==> src/rtl/io_entry_ctrl.sv <==
// Hex-digit entry controller driving a simple req/done memory port.
// Ports: clk, rst, key0/key1/sw buttons; mem_* request side;
//        mode_out, stage_out, disp_data status; io_done pulse.
module io_entry_ctrl #(
    parameter int ADDR_W = 25,
    parameter int DATA_W = 16,
    parameter int NSW    = 4
) (
    input  logic              clk,
    input  logic              rst,
    input  logic              key0,
    input  logic              key1,
    input  logic [NSW-1:0]    sw,
    input  logic              mem_ready,
    input  logic              mem_done,
    input  logic [DATA_W-1:0] mem_rdata,
    output logic              mem_req,
    output logic              mem_we,
    output logic [ADDR_W-1:0] mem_addr,
    output logic [DATA_W-1:0] mem_wdata,
    output logic [1:0]        mode_out,
    output logic [3:0]        stage_out,
    output logic [4*NSW-1:0]  disp_data,
    output logic              io_done
);
    localparam int CW = 4 * NSW;
    localparam int NA = (ADDR_W + CW - 1) / CW;
    localparam int ND = (DATA_W + CW - 1) / CW;
    localparam int AP = NA * CW;
    localparam int DP = ND * CW;
    localparam int NI = NSW + 2;

    localparam logic [1:0] M_CLR = 2'b00;
    localparam logic [1:0] M_RD  = 2'b01;
    localparam logic [1:0] M_WR  = 2'b10;
    localparam logic [1:0] M_BSY = 2'b11;

    typedef enum logic [2:0] {
        S_CLEAR,
        S_WRITE,
        S_READ,
        S_ASTG,
        S_DSTG,
        S_ISSUE,
        S_WAIT,
        S_SHOW
    } state_t;

    // Synchronizer and edge detector; flops reset high so a button
    // held through reset produces no event.
    logic [NI-1:0] s1_q, s2_q, prev_q;
    logic [NI-1:0] ev;

    always_ff @(posedge clk) begin
        if (rst) begin
            s1_q   <= '1;
            s2_q   <= '1;
            prev_q <= '1;
        end else begin
            s1_q   <= {sw, key1, key0};
            s2_q   <= s1_q;
            prev_q <= s2_q;
        end
    end

    assign ev = s2_q & ~prev_q;

    logic k0_ev, k1_ev;
    logic [NSW-1:0] sw_ev;

    assign k0_ev = ev[0];
    assign k1_ev = ev[1];
    assign sw_ev = ev[NI-1:2];

    // k_q is the entry-stage index, and the read chunk index in SHOW.
    state_t            state_q, state_d;
    logic [3:0]        k_q, k_d;
    logic [1:0]        md_q, md_d;
    logic [ADDR_W-1:0] addr_q, addr_d;
    logic [DATA_W-1:0] wdata_q, wdata_d;
    logic [DATA_W-1:0] rdata_q, rdata_d;
    logic              done_q, done_d;

    always_ff @(posedge clk) begin
        if (rst) begin
            state_q <= S_CLEAR;
            k_q     <= '0;
            md_q    <= M_CLR;
            addr_q  <= '0;
            wdata_q <= '0;
            rdata_q <= '0;
            done_q  <= 1'b0;
        end else begin
            state_q <= state_d;
            k_q     <= k_d;
            md_q    <= md_d;
            addr_q  <= addr_d;
            wdata_q <= wdata_d;
            rdata_q <= rdata_d;
            done_q  <= done_d;
        end
    end

    // Registers padded to whole chunks; incrementing a nibble of the
    // padded copy and truncating gives modulo-2^w per digit, and
    // digits lying entirely in the padding drop out.
    logic [AP-1:0] a_pad, a_inc;
    logic [DP-1:0] d_pad, d_inc, r_pad;
    int            base;

    always_comb begin
        a_pad = AP'(addr_q);
        d_pad = DP'(wdata_q);
        r_pad = DP'(rdata_q);
        base  = int'(k_q) * CW;
        a_inc = a_pad;
        d_inc = d_pad;
        for (int i = 0; i < NSW; i++) begin
            if (sw_ev[i]) begin
                a_inc[base+4*i +: 4] = a_pad[base+4*i +: 4] + 4'd1;
                d_inc[base+4*i +: 4] = d_pad[base+4*i +: 4] + 4'd1;
            end
        end
    end

    always_comb begin
        state_d = state_q;
        k_d     = k_q;
        md_d    = md_q;
        addr_d  = addr_q;
        wdata_d = wdata_q;
        rdata_d = rdata_q;
        done_d  = 1'b0;
        unique case (state_q)
            S_CLEAR: begin
                if (k0_ev) begin
                    state_d = S_WRITE;
                    md_d    = M_WR;
                end else if (k1_ev) begin
                    addr_d  = '0;
                    wdata_d = '0;
                    rdata_d = '0;
                    done_d  = 1'b1;
                end
            end
            S_WRITE: begin
                if (k0_ev) begin
                    state_d = S_READ;
                    md_d    = M_RD;
                end else if (k1_ev) begin
                    state_d = S_ASTG;
                    k_d     = '0;
                end
            end
            S_READ: begin
                if (k0_ev) begin
                    state_d = S_CLEAR;
                    md_d    = M_CLR;
                end else if (k1_ev) begin
                    state_d = S_ASTG;
                    k_d     = '0;
                end
            end
            S_ASTG: begin
                if (k0_ev) begin
                    state_d = (md_q == M_WR) ? S_WRITE : S_READ;
                end else if (k1_ev) begin
                    if (k_q != 4'(NA - 1)) begin
                        k_d = k_q + 4'd1;
                    end else if (md_q == M_WR) begin
                        state_d = S_DSTG;
                        k_d     = '0;
                    end else begin
                        state_d = S_ISSUE;
                    end
                end else begin
                    addr_d = a_inc[ADDR_W-1:0];
                end
            end
            S_DSTG: begin
                if (k0_ev) begin
                    state_d = S_WRITE;
                end else if (k1_ev) begin
                    if (k_q != 4'(ND - 1)) begin
                        k_d = k_q + 4'd1;
                    end else begin
                        state_d = S_ISSUE;
                    end
                end else begin
                    wdata_d = d_inc[DATA_W-1:0];
                end
            end
            S_ISSUE: begin
                if (mem_ready) begin
                    state_d = S_WAIT;
                end
            end
            S_WAIT: begin
                if (mem_done) begin
                    done_d = 1'b1;
                    if (md_q == M_WR) begin
                        state_d = S_WRITE;
                    end else begin
                        rdata_d = mem_rdata;
                        state_d = S_SHOW;
                        k_d     = '0;
                    end
                end
            end
            S_SHOW: begin
                if (k0_ev) begin
                    state_d = S_READ;
                end else if (k1_ev) begin
                    if (k_q == 4'(ND - 1)) begin
                        state_d = S_READ;
                    end else begin
                        k_d = k_q + 4'd1;
                    end
                end
            end
            default: state_d = S_CLEAR;
        endcase
    end

    always_comb begin
        mode_out  = md_q;
        stage_out = 4'd0;
        disp_data = '0;
        unique case (state_q)
            S_ASTG: begin
                stage_out = k_q + 4'd1;
                disp_data = a_pad[base +: CW];
            end
            S_DSTG: begin
                stage_out = 4'(NA) + k_q + 4'd1;
                disp_data = d_pad[base +: CW];
            end
            S_ISSUE, S_WAIT: begin
                mode_out  = M_BSY;
                stage_out = 4'd15;
            end
            S_SHOW: begin
                mode_out  = M_BSY;
                stage_out = 4'd15;
                disp_data = r_pad[base +: CW];
            end
            default: begin
                mode_out = md_q;
            end
        endcase
    end

    assign mem_req   = (state_q == S_ISSUE);
    assign mem_we    = (md_q == M_WR);
    assign mem_addr  = addr_q;
    assign mem_wdata = wdata_q;
    assign io_done   = done_q;

endmodule
==> config.mk <==
export PLATFORM = sky130hd
export DESIGN_NAME = io_entry_ctrl
export DESIGN_NICKNAME = d
export VERILOG_FILES = /design/src/rtl/io_entry_ctrl.sv
export SDC_FILE = /design/constraint.sdc
export NUM_CORES = 1
export LEC_CHECK = 0
export ABC_CLOCK_PERIOD_IN_PS = 3300
export BUFFER_PORTS_ARGS = -buffer_cell sky130_fd_sc_hd__buf_2
export CAP_MARGIN = 0
export CELL_PAD_IN_SITES_DETAIL_PLACEMENT = 1
export CELL_PAD_IN_SITES_GLOBAL_PLACEMENT = 1
export CORE_MARGIN = 2
export CORE_UTILIZATION = 30
export DETAILED_ROUTE_END_ITERATION = 12
export GPL_TIMING_DRIVEN = 0
export PLACE_DENSITY = 0.61
export SYNTH_ARGS = -nofsm -noshare
export SYNTH_HDL_FRONTEND = slang
export SYNTH_SLANG_ARGS = --single-unit
==> constraint.sdc <==
create_clock -name clk -period 3.3 [get_ports clk]
set_clock_uncertainty 0.1 [all_clocks]
set_input_delay 0.165 -clock clk [delete_from_list [all_inputs] [get_ports clk]]
set_output_delay 0.165 -clock clk [all_outputs]
set_load 0.01 [all_outputs]
==> flow_metrics.py, run 1 <==
metrics = {
    "sta": {
        "hold_viol": 0,
        "clock.fmax_mhz": 315,
        "fin_crit_sh": 0.963,
        "worst_pin_slew_ns": 0.889,
        "report.final.slew_viol_count": 0,
        "fin_crit_ns": 3.18,
        "setup_viol_count_final": 0,
        "rsz0062_at_grt": "false",
        "finalSetupTns_ns": 0,
        "timing.slew.headroom": 0.403,
    },
    "cells_and_area": {
        "final_cell_mix": "buf_2, dfxtp_1, nand2_1",
        "layout_commonest_cell": "buf_2",
        "area_growth_syn_to_layout_pct": 25.0,
        "layout-drive-gt1-share": 0.217,
        "layout.nets": 798,
        "antenna_cells": 0,
    },
    "global_routing": {
        "grt_pass1_vias": 5531,
        "grt_pass1_wl_mm": 31.4,
        "grt_overflow": 0,
        "antenna_found_initial": 0,
        "grt_use_total": 0.228,
        "grt_max_degree": 16,
    },
    "floorplanning": {
        "fp.dieW_um": 133,
        "core_area_um2": 16500,
        "num_io_pins": 92,
        "dieArea_um2": 17700,
        "initial_core_util": 0.304,
        "die_y_um": 133,
        "fp-row-count": 47,
    },
    "route": {
        "avgViaCountPerCell": 5.55,
        "drt_iter0_drc": 347,
        "via_count": 5464,
        "routed_wl_mm": 20.2,
        "drtAntennaViolNets": 0,
        "post-route-drc-count": 0,
        "first_pass_iters": 5,
        "wl_per_cell_um": 20.5,
    },
    "placed_design": {
        "dpl.hpwl_mm": 15.1,
        "gp_congestion": 0.935,
        "port_buffers": 91,
    },
    "setup_path": {
        "reg2reg_to": "mem_addr[16]",
        "arrival_ns": 3.32,
        "worstPathRequired_ns": 3.44,
        "r2r_cells": 8,
        "timing.critical_path.from": "k_q[0]",
        "crit_end": "mem_addr[16]",
        "startpoint_type": "register",
        "endpoint_kind": "register",
        "crit_type": "register to register",
        "reg2reg_from": "k_q[0]",
        "cp_max_fo": 8,
        "regToRegSetupSlack_ns": 0.12,
    },
    "clock_tree": {
        "cts_buffers": 9,
        "cts_setup_buffers": 0,
        "worstSkewPairLatency_ns": 0.35,
        "root_buffer": "clkbuf_16",
        "cts_tree": "built",
        "cts_buffer_depth": 2,
        "cts.sink_count": 85,
        "cts.clk_slew.worst_paths_ns": 0.07,
        "htreeDepth": 3,
    },
    "hold_path": {
        "min_from": "mem_done",
        "hp-class": "primary input to register",
    },
    "yosys": {
        "synth.top_cells.by_area": "dfxtp_1, a21oi_1, nand2_1, nand3_1, ha_1",
        "yosys.area.top_type": "dfxtp_1",
        "synthArstFlopShare": 0,
        "syn_area_per_cell_um2": 7.89,
        "synth_ff_type": "dfxtp_1",
        "seq_area_frac_synth": 0.340,
        "ys_warn_count": 0,
        "ys_ff_latch": 85,
        "yosys.area.top_type_share": 0.340,
        "synth.distinct_cells": 73,
        "synth_edf_count": 0,
        "synth_cells": 635,
        "syn_area_um2": 5010,
        "synth_fp_nets": 674,
    },
    "power_and_ir_drop": {
        "p_leak_nw": 2.43,
        "ir_drop_mv": 0.222,
        "power.density_nw_per_um2": 355,
        "finalPower_w": 0.00222,
    },
    "flow_run": {
        "maxCapViolations": 0,
    },
    "outcome": {
        "status": "complete, no violations",
    },
}
[power breakdown]
part	leakage (nW)	internal [W]	switching [W]	total, W
Combinational	1.60	0.0000683	0.000111	0.000180
Clock	0.143	0.000537	0.000460	0.000997
Sequential	0.689	0.00104	0.00000857	0.00105
[metrics by stage]
step	setup slack (ns)	utilization	std cells	area, um2	hold WS, ns
after global placement	0.0836	0.348	946	5740	0.247
after CTS	0.0162	0.380	984	6250	0.0902
after floorplan	0.738	-	635	5010	0.169
after global routing	0.0305	0.380	984	6260	0.103
final	0.123	0.380	984	6260	0.0945
after detailed placement	0.0400	0.348	946	5740	0.252
[registers in the layout (all words and copies together), names as in the netlist]
| name | count |
|---|---|
| mem_addr | 25 |
| mem_wdata | 16 |
| r_pad | 16 |
| prev_q | 6 |
| s1_q | 6 |
| s2_q | 6 |
| k_q | 4 |
| state_q | 3 |
| md_q | 2 |
| io_done | 1 |
[how the worst min path moves through the flow]
stage | end | cells after the start
2_1_floorplan | s1_q[0] | 1
3_3_place_gp | s1_q[1] | 2
3_5_place_dp | s1_q[4] | 2
4_1_cts | io_done | 3
5_1_grt | io_done | 3
6_report | io_done | 3
[repair_timing]
action	4_1_cts	5_1_grt
setup endpoints to repair	4	10
hold buffers	22	0
resized for setup	2	6
endpoints found under the hold margin	22	0
[kinds of logic after synthesis]
kind of cell	count (synthesis)	share of synthesized area
buffers and inverters	57	0.0467
multiplexers	15	0.0307
flip-flops	85	0.340
AND/OR/NAND/NOR	284	0.302
XOR/XNOR	16	0.0280
AO/OA/AOI/OAI	165	0.220
adder cells (fa/ha/maj)	13	0.0325
[Yosys cell counts, types with 5 or more instances]
library cell  number
a21o_1             5
nor2b_1           15
or2_2             23
and3_1             8
a22oi_1           13
a31oi_1            5
clkbuf_1          27
ha_1              13
and2_1            11
nor3_1            14
nor2_1            43
inv_1              7
nand3_1           45
buf_1              5
a21oi_1           62
dfxtp_1           85
buf_2             13
nand4_1           12
xor2_1             6
a221oi_1          10
nand2b_1           9
nand2_1           69
mux2i_1           12
or3_1              5
xnor2_1           10
o21ai_0           16
[routing by layer]
| layer | GRT usage | routed length (um) | up-vias |
|---|---|---|---|
| li1 | - | - | 2563 |
| met1 | 0.319 | 9520 | 2681 |
| met2 | 0.360 | 9210 | 187 |
| met3 | 0.0293 | 1060 | 33 |
| met4 | 0.0833 | 393 | 0 |
| met5 | 0 | 0 | - |
[area by class of cell]
cell class              count  area (um2)
multi-input cells         493        3080
clock buffers              10         239
flip-flops and latches     85        1700
well taps                 220         275
fillers                  2017       10200
clock inverters             6        45.0
plain buffers              46         198
repair buffers            113         676
inverters                  11        41.3
[critical path, cell delays in order (launching register included)]
cell and delay, ns:
dfxtp_1 0.53, clkinv_1 0.44, ha_1 0.35, clkbuf_1 0.19, xor2_1 0.20, nor3_1 0.31
o21ai_0 0.21, o21ai_1 0.36, mux2_2 0.38
(Power assumes the default switching activity.)
==> inputs of run 2 (changes only) <==
--- a/config.mk
+++ b/config.mk
@@ -5,7 +5,7 @@
 export SDC_FILE = /design/constraint.sdc
 export NUM_CORES = 1
 export LEC_CHECK = 0
-export ABC_CLOCK_PERIOD_IN_PS = 3300
+export ABC_CLOCK_PERIOD_IN_PS = 3100
 export BUFFER_PORTS_ARGS = -buffer_cell sky130_fd_sc_hd__buf_2
 export CAP_MARGIN = 0
 export CELL_PAD_IN_SITES_DETAIL_PLACEMENT = 1
@@ -18,3 +18,4 @@
 export SYNTH_ARGS = -nofsm -noshare
 export SYNTH_HDL_FRONTEND = slang
 export SYNTH_SLANG_ARGS = --single-unit
+export TNS_END_PERCENT = 10
==> constraint.sdc (replaced) <==
create_clock -name clk -period 3.1 [get_ports clk]
set_clock_uncertainty 0.1 [all_clocks]
set_input_delay 0.155 -clock clk [delete_from_list [all_inputs] [get_ports clk]]
set_output_delay 0.155 -clock clk [all_outputs]
set_load 0.01 [all_outputs]
==> run 2 against run 1 <==
Combinational power increased by 9%. Sequential share of layout area decreased by 0.21 points. Clock power increased by 6%. Hold slack got worse by 0.014 ns. Cell count increased by 0.20%. Wire length increased by 0.37%. Total power increased by 6.7%. Die area unchanged.
==> flow_metrics.py, run 2 (synthesis results as in run 1) <==
metrics = {
    "placed_design": {
        "dpl.hpwl_mm": 15.1,
        "placed_cells": 946,
        "port_buffers": 91,
        "gp_congestion": 0.935,
    },
    "floorplanning": {
        "die_y_um": 133,
        "num_io_pins": 92,
        "core_area_um2": 16500,
        "fp-row-count": 47,
        "initial_core_util": 0.304,
        "fp.dieW_um": 133,
        "dieArea_um2": 17700,
    },
    "flow_run": {
        "maxCapViolations": 0,
    },
    "sta": {
        "report.final.slew_viol_count": 0,
        "hold_viol": 0,
        "fin_crit_ns": 2.94,
        "setup_viol_count_final": 0,
        "worst_pin_slew_ns": 0.888,
        "fin_crit_sh": 0.949,
        "clock.fmax_mhz": 340,
        "rsz0062_at_grt": "false",
        "timing.slew.headroom": 0.404,
    },
    "cells_and_area": {
        "layout-drive-gt1-share": 0.228,
        "stdcell_count": 986,
        "layout_commonest_cell": "buf_2",
        "largest_register_ffs": 25,
        "final_core_util": 0.383,
        "area_growth_syn_to_layout_pct": 25.9,
        "final_cell_mix": "buf_2, dfxtp_1, nand2_1",
        "layout.nets": 800,
        "antenna_cells": 0,
    },
    "clock_tree": {
        "cts.sink_count": 85,
        "cts_buffer_depth": 2,
        "worstSkewPairLatency_ns": 0.35,
        "htreeDepth": 3,
        "cts_tree": "built",
        "root_buffer": "clkbuf_16",
        "cts.clk_slew.worst_paths_ns": 0.06,
        "cts_buffers": 9,
    },
    "setup_path": {
        "cp_cell_sequence": "clkbuf_2 > buf_2 > clkbuf_2 > a221oi_1 > a221oi_1 > buf_2",
        "arrival_ns": 2.69,
        "startpoint_type": "register",
        "endpoint_kind": "output port",
        "worstPathRequired_ns": 2.84,
        "cp_max_fo": 10,
        "crit_type": "register to output port",
        "slowest_delay_ns": 0.57,
        "cp_slowest_cell": "dfxtp_1",
    },
    "global_routing": {
        "grtUsageMet1": 0.320,
        "grt_pass1_vias": 5513,
        "grt-busiest-layer": "met2",
        "antenna_found_initial": 0,
        "grt_overflow": 0,
        "grt_use_met2": 0.360,
        "grtUsageMet3": 0.0282,
        "grt_pass1_wl_mm": 31.4,
        "grt_use_total": 0.228,
        "grt_max_degree": 16,
    },
    "route": {
        "routed_wl_mm": 20.3,
        "via_count": 5453,
        "first_pass_iters": 5,
        "drt_iter0_drc": 346,
        "avgViaCountPerCell": 5.53,
        "wl_per_cell_um": 20.5,
        "drtAntennaViolNets": 0,
        "post-route-drc-count": 0,
    },
    "power_and_ir_drop": {
        "p_leak_nw": 2.46,
        "power.density_nw_per_um2": 376,
        "ir_drop_mv": 0.242,
        "finalPower_w": 0.00237,
    },
    "hold_path": {
        "hp-class": "primary input to register",
    },
    "outcome": {
        "status": "complete, no violations",
    },
}
## run 2: cell types whose count changed in the layout (fill, tap and decap cells not counted), sizes merged
cell / delta
buf: +2
clkinv: -1
clkinvlp: +1
## run 2: power by group
group	internal [W]	total, W	switching, W	leakage (nW)
Sequential	0.00111	0.00111	0.00000896	0.689
Combinational	0.0000762	0.000197	0.000121	1.62
Clock	0.000571	0.00106	0.000489	0.143
## run 2: cell type report
| class | count | area [um2] |
|---|---|---|
| Timing Repair Buffer | 115 | 691 |
| Fill cell | 2016 | 10200 |
| Inverter | 11 | 45.0 |
| Buffer | 46 | 204 |
| Tap cell | 220 | 275 |
| Sequential cell | 85 | 1700 |
| Clock inverter | 6 | 45.0 |
| Clock buffer | 10 | 239 |
| Multi-Input combinational cell | 493 | 3110 |
## run 2: path summary, 6_finish.rpt
check / slack [ns] / depth (start not counted) / endpoint / startpoint
setup reg to reg: 0.17 / 9 / state_q[2] / k_q[1]
hold reg to reg: 0.31 / 1 / s2_q[0] / s1_q[0]
hold / removal: 0.08 / 3 / io_done / mem_done
setup / recovery: 0.16 / 6 / disp_data[2] / k_q[0]
## run 2: through the flow
stage | setup slack [ns] | hold slack, ns | TNS [ns] | cell area, um2
after detailed placement | -0.160 | 0.242 | -0.742 | 5740
after floorplan | 0.538 | 0.159 | 0 | 5010
after global routing | 0.0110 | 0.0950 | 0 | 6310
final | 0.157 | 0.0809 | 0 | 6310
after global placement | -0.116 | 0.237 | -0.394 | 5740
after CTS | -0.00274 | 0.0802 | -0.00274 | 6260
## run 2: critical path: cells and delay by family, from the launching register on
family	cells	cell delay, ns
buffers and inverters	4	1.28
DFF	1	0.57
AOI/OAI and AO/OA	2	0.47
## run 2: repair_timing
item	4_1_cts	5_1_grt
resized for setup	6	13
hold buffers	22	0
pin swaps	0	0
endpoints found under the hold margin	22	0
setup buffers	0	2
setup endpoints to repair	26	20
## run 2: routing by layer
metal | wire, um | part of all wire
met5 | 0 | 0
met4 | 418 | 0.021
met3 | 991 | 0.049
met2 | 9260 | 0.46
met1 | 9590 | 0.47
==> inputs of run 3 (changes only) <==
--- a/config.mk
+++ b/config.mk
@@ -5,6 +5,7 @@
 export SDC_FILE = /design/constraint.sdc
 export NUM_CORES = 1
 export LEC_CHECK = 0
+export ABC_AREA = 1
 export ABC_CLOCK_PERIOD_IN_PS = 3100
 export BUFFER_PORTS_ARGS = -buffer_cell sky130_fd_sc_hd__buf_2
 export CAP_MARGIN = 0
@@ -14,7 +15,8 @@
 export CORE_UTILIZATION = 30
 export DETAILED_ROUTE_END_ITERATION = 12
 export GPL_TIMING_DRIVEN = 0
-export PLACE_DENSITY = 0.61
+export PLACE_DENSITY = 0.63
+export SLEW_MARGIN = 40
 export SYNTH_ARGS = -nofsm -noshare
 export SYNTH_HDL_FRONTEND = slang
 export SYNTH_SLANG_ARGS = --single-unit
==> run 3 against run 2 <==
Critical path depth is 7 higher. Maximum frequency is 5.1% higher. Cell count is 15% higher. Largest power group is now combinational cells. Sequential share of layout area is 0.075 points higher. Flip-flop and latch count stayed put. Die area hardly changed. Sequential power is 13% higher. First-iteration DRC count is 19% lower. Setup slack better by 0.14 ns. Global-route usage is 0.95 points lower. Combinational power grew to 11 times the previous value.
==> flow_metrics.py, run 3 <==
metrics = {
    "clock_tree": {
        "root_buffer": "clkbuf_16",
        "cts_tree": "built",
        "cts_buffers": 9,
        "cts.sink_count": 85,
        "cts.clk_slew.worst_paths_ns": 0.08,
        "htreeDepth": 3,
        "worstSkewPairLatency_ns": 0.37,
        "cts_buffer_depth": 2,
        "cts_setup_buffers": 0,
    },
    "flow_run": {
        "maxCapViolations": 0,
    },
    "floorplanning": {
        "initial_core_util": 0.304,
        "fp-row-count": 47,
        "dieArea_um2": 17700,
        "core_area_um2": 16500,
        "fp.dieW_um": 133,
        "num_io_pins": 92,
        "die_y_um": 133,
    },
    "setup_path": {
        "arrival_ns": 2.92,
        "worstPathRequired_ns": 3.22,
        "timing.critical_path.from": "k_q[2]",
        "crit_type": "register to register",
        "cp_max_fo": 10,
        "reg2reg_from": "k_q[2]",
        "reg2reg_to": "mem_wdata[3]",
        "regToRegSetupSlack_ns": 0.30,
        "startpoint_type": "register",
        "r2r_cells": 13,
        "endpoint_kind": "register",
    },
    "yosys": {
        "synth_cells": 783,
        "yosys.area.top_type": "dfxtp_1",
        "yosys.area.top_type_share": 0.340,
        "yosys-top-cells-count": "nand2_1, inv_1, nor2_1",
        "synth_edf_count": 0,
        "seq_area_frac_synth": 0.340,
        "syn_area_um2": 5000,
        "synth_fp_nets": 822,
        "synth.top_cells.by_area": "dfxtp_1, nand2_1, a21oi_1, nand3_1, inv_1",
        "yosysMostFrequentCell": "nand2_1",
        "ys_ff_latch": 85,
        "ys_warn_count": 0,
        "syn_area_per_cell_um2": 6.39,
        "synthArstFlopShare": 0,
        "synth_ff_type": "dfxtp_1",
        "synth.distinct_cells": 41,
    },
    "cells_and_area": {
        "layout-drive-gt1-share": 0.177,
        "area_growth_syn_to_layout_pct": 25.6,
        "antenna_cells": 0,
        "final_cell_mix": "nand2_1, buf_2, inv_1",
        "largest_register_ffs": 25,
        "layout.nets": 946,
        "layout_commonest_cell": "nand2_1",
        "nFillCells": 2200,
    },
    "global_routing": {
        "grt_max_degree": 19,
        "grt_overflow": 0,
        "antenna_found_initial": 0,
        "grt_pass1_vias": 5501,
        "grt_use_total": 0.218,
        "grt_pass1_wl_mm": 30.1,
    },
    "hold_path": {
        "hold_depth": 2,
        "hp-class": "primary input to register",
        "min_to": "s2_q[3]",
        "min_from": "rst",
    },
    "sta": {
        "fin_crit_sh": 0.904,
        "setup_viol_count_final": 0,
        "hold_viol": 0,
        "fin_crit_ns": 2.80,
        "clock.fmax_mhz": 357,
        "rsz0062_at_grt": "false",
        "report.final.slew_viol_count": 0,
        "finalSetupTns_ns": 0,
        "timing.slew.headroom": 0.470,
        "worst_pin_slew_ns": 0.795,
        "setup_ws_ns": 0.299,
    },
    "route": {
        "avgViaCountPerCell": 4.80,
        "drt_iter0_drc": 279,
        "wl_per_cell_um": 16.7,
        "drtAntennaViolNets": 0,
        "via_count": 5439,
        "routed_wl_mm": 18.9,
        "post-route-drc-count": 0,
        "first_pass_iters": 7,
    },
    "power_and_ir_drop": {
        "power.density_nw_per_um2": 728,
        "p_leak_nw": 2.92,
        "ir_drop_mv": 0.354,
    },
    "placed_design": {
        "port_buffers": 90,
        "gp_congestion": 0.868,
        "dp_slack_ns": 0.103,
        "dpl.hpwl_mm": 14.5,
    },
    "outcome": {
        "status": "complete, no violations",
    },
}
## run 3: what timing repair did
action                                  in CTS  in global routing
endpoints found under the hold margin       23                  0
endpoints found under the setup margin       0                  8
hold buffers                                23                  0
gates resized for setup                      0                  1
## run 3: power by group
part | internal [W] | leakage [nW] | switching [W] | total, W
clock network | 0.000655 | 0.159 | 0.000557 | 0.00121
registers | 0.00117 | 0.690 | 0.0000822 | 0.00125
logic | 0.000605 | 2.08 | 0.00151 | 0.00212
## run 3: worst max-delay path, cell delays in order, from the launching register on
cell	delay [ns]
dfxtp_1	0.30
buf_2	0.20
nor2_4	0.27
nand2_1	0.27
inv_1	0.21
ha_1	0.25
inv_1	0.10
nand3_1	0.08
nor2_1	0.20
inv_1	0.07
nor2_1	0.23
nand2_1	0.19
nand3_1	0.11
a21oi_1	0.07
## run 3: final cells by class
cell class | count | area (um2) | area share
inverters | 96 | 360 | 0.0573
clock inverters | 7 | 97.6 | 0.0155
clock buffers | 9 | 225 | 0.0358
multi-input cells | 577 | 2820 | 0.448
repair buffers | 113 | 681 | 0.108
plain buffers | 25 | 129 | 0.0205
well taps | 220 | 275 | 0.0438
flip-flops and latches | 85 | 1700 | 0.271
## run 3: cell families (layout without fill, tap and decap cells)
family / after synthesis / in the layout / share of synthesized area
AND/OR/NAND/NOR: 423 / 423 / 0.371
AO/OA/AOI/OAI: 135 / 135 / 0.149
buffers and inverters: 121 / 250 / 0.0978
flip-flops: 85 / 85 / 0.340
adder cells (fa/ha/maj): 13 / 13 / 0.0325
XOR/XNOR: 6 / 6 / 0.0105
## run 3: metal layers
metal	part of all wire	global-route usage	vias up
met5	0	0	-
met3	0.034	0.0396	15
li1	-	-	2776
met4	0.012	0.0514	0
met2	0.46	0.356	97
met1	0.50	0.301	2551
## run 3: worst max-delay path by stage
stage	slack (ns)	depth (start not counted)	endpoint
after floorplan	0.94	14	mem_wdata[0]
after global placement	0.12	13	mem_wdata[1]
after detailed placement	0.10	13	mem_wdata[3]
after CTS	0.08	13	mem_wdata[3]
after global routing	0.04	13	mem_wdata[3]
final	0.30	13	mem_wdata[3]
## run 3: stage by stage
step | hold slack [ns] | area [um2] | power [W] | util | std cells
after global placement | 0.238 | 5730 | 0.00335 | 0.348 | 1093
final | 0.160 | 6290 | 0.00458 | 0.382 | 1132
after detailed placement | 0.241 | 5730 | 0.00336 | 0.348 | 1093
after global routing | 0.191 | 6290 | 0.00490 | 0.382 | 1132
after CTS | 0.150 | 6280 | 0.00460 | 0.382 | 1132
after floorplan | 0.159 | 5000 | 0.00270 | - | 783
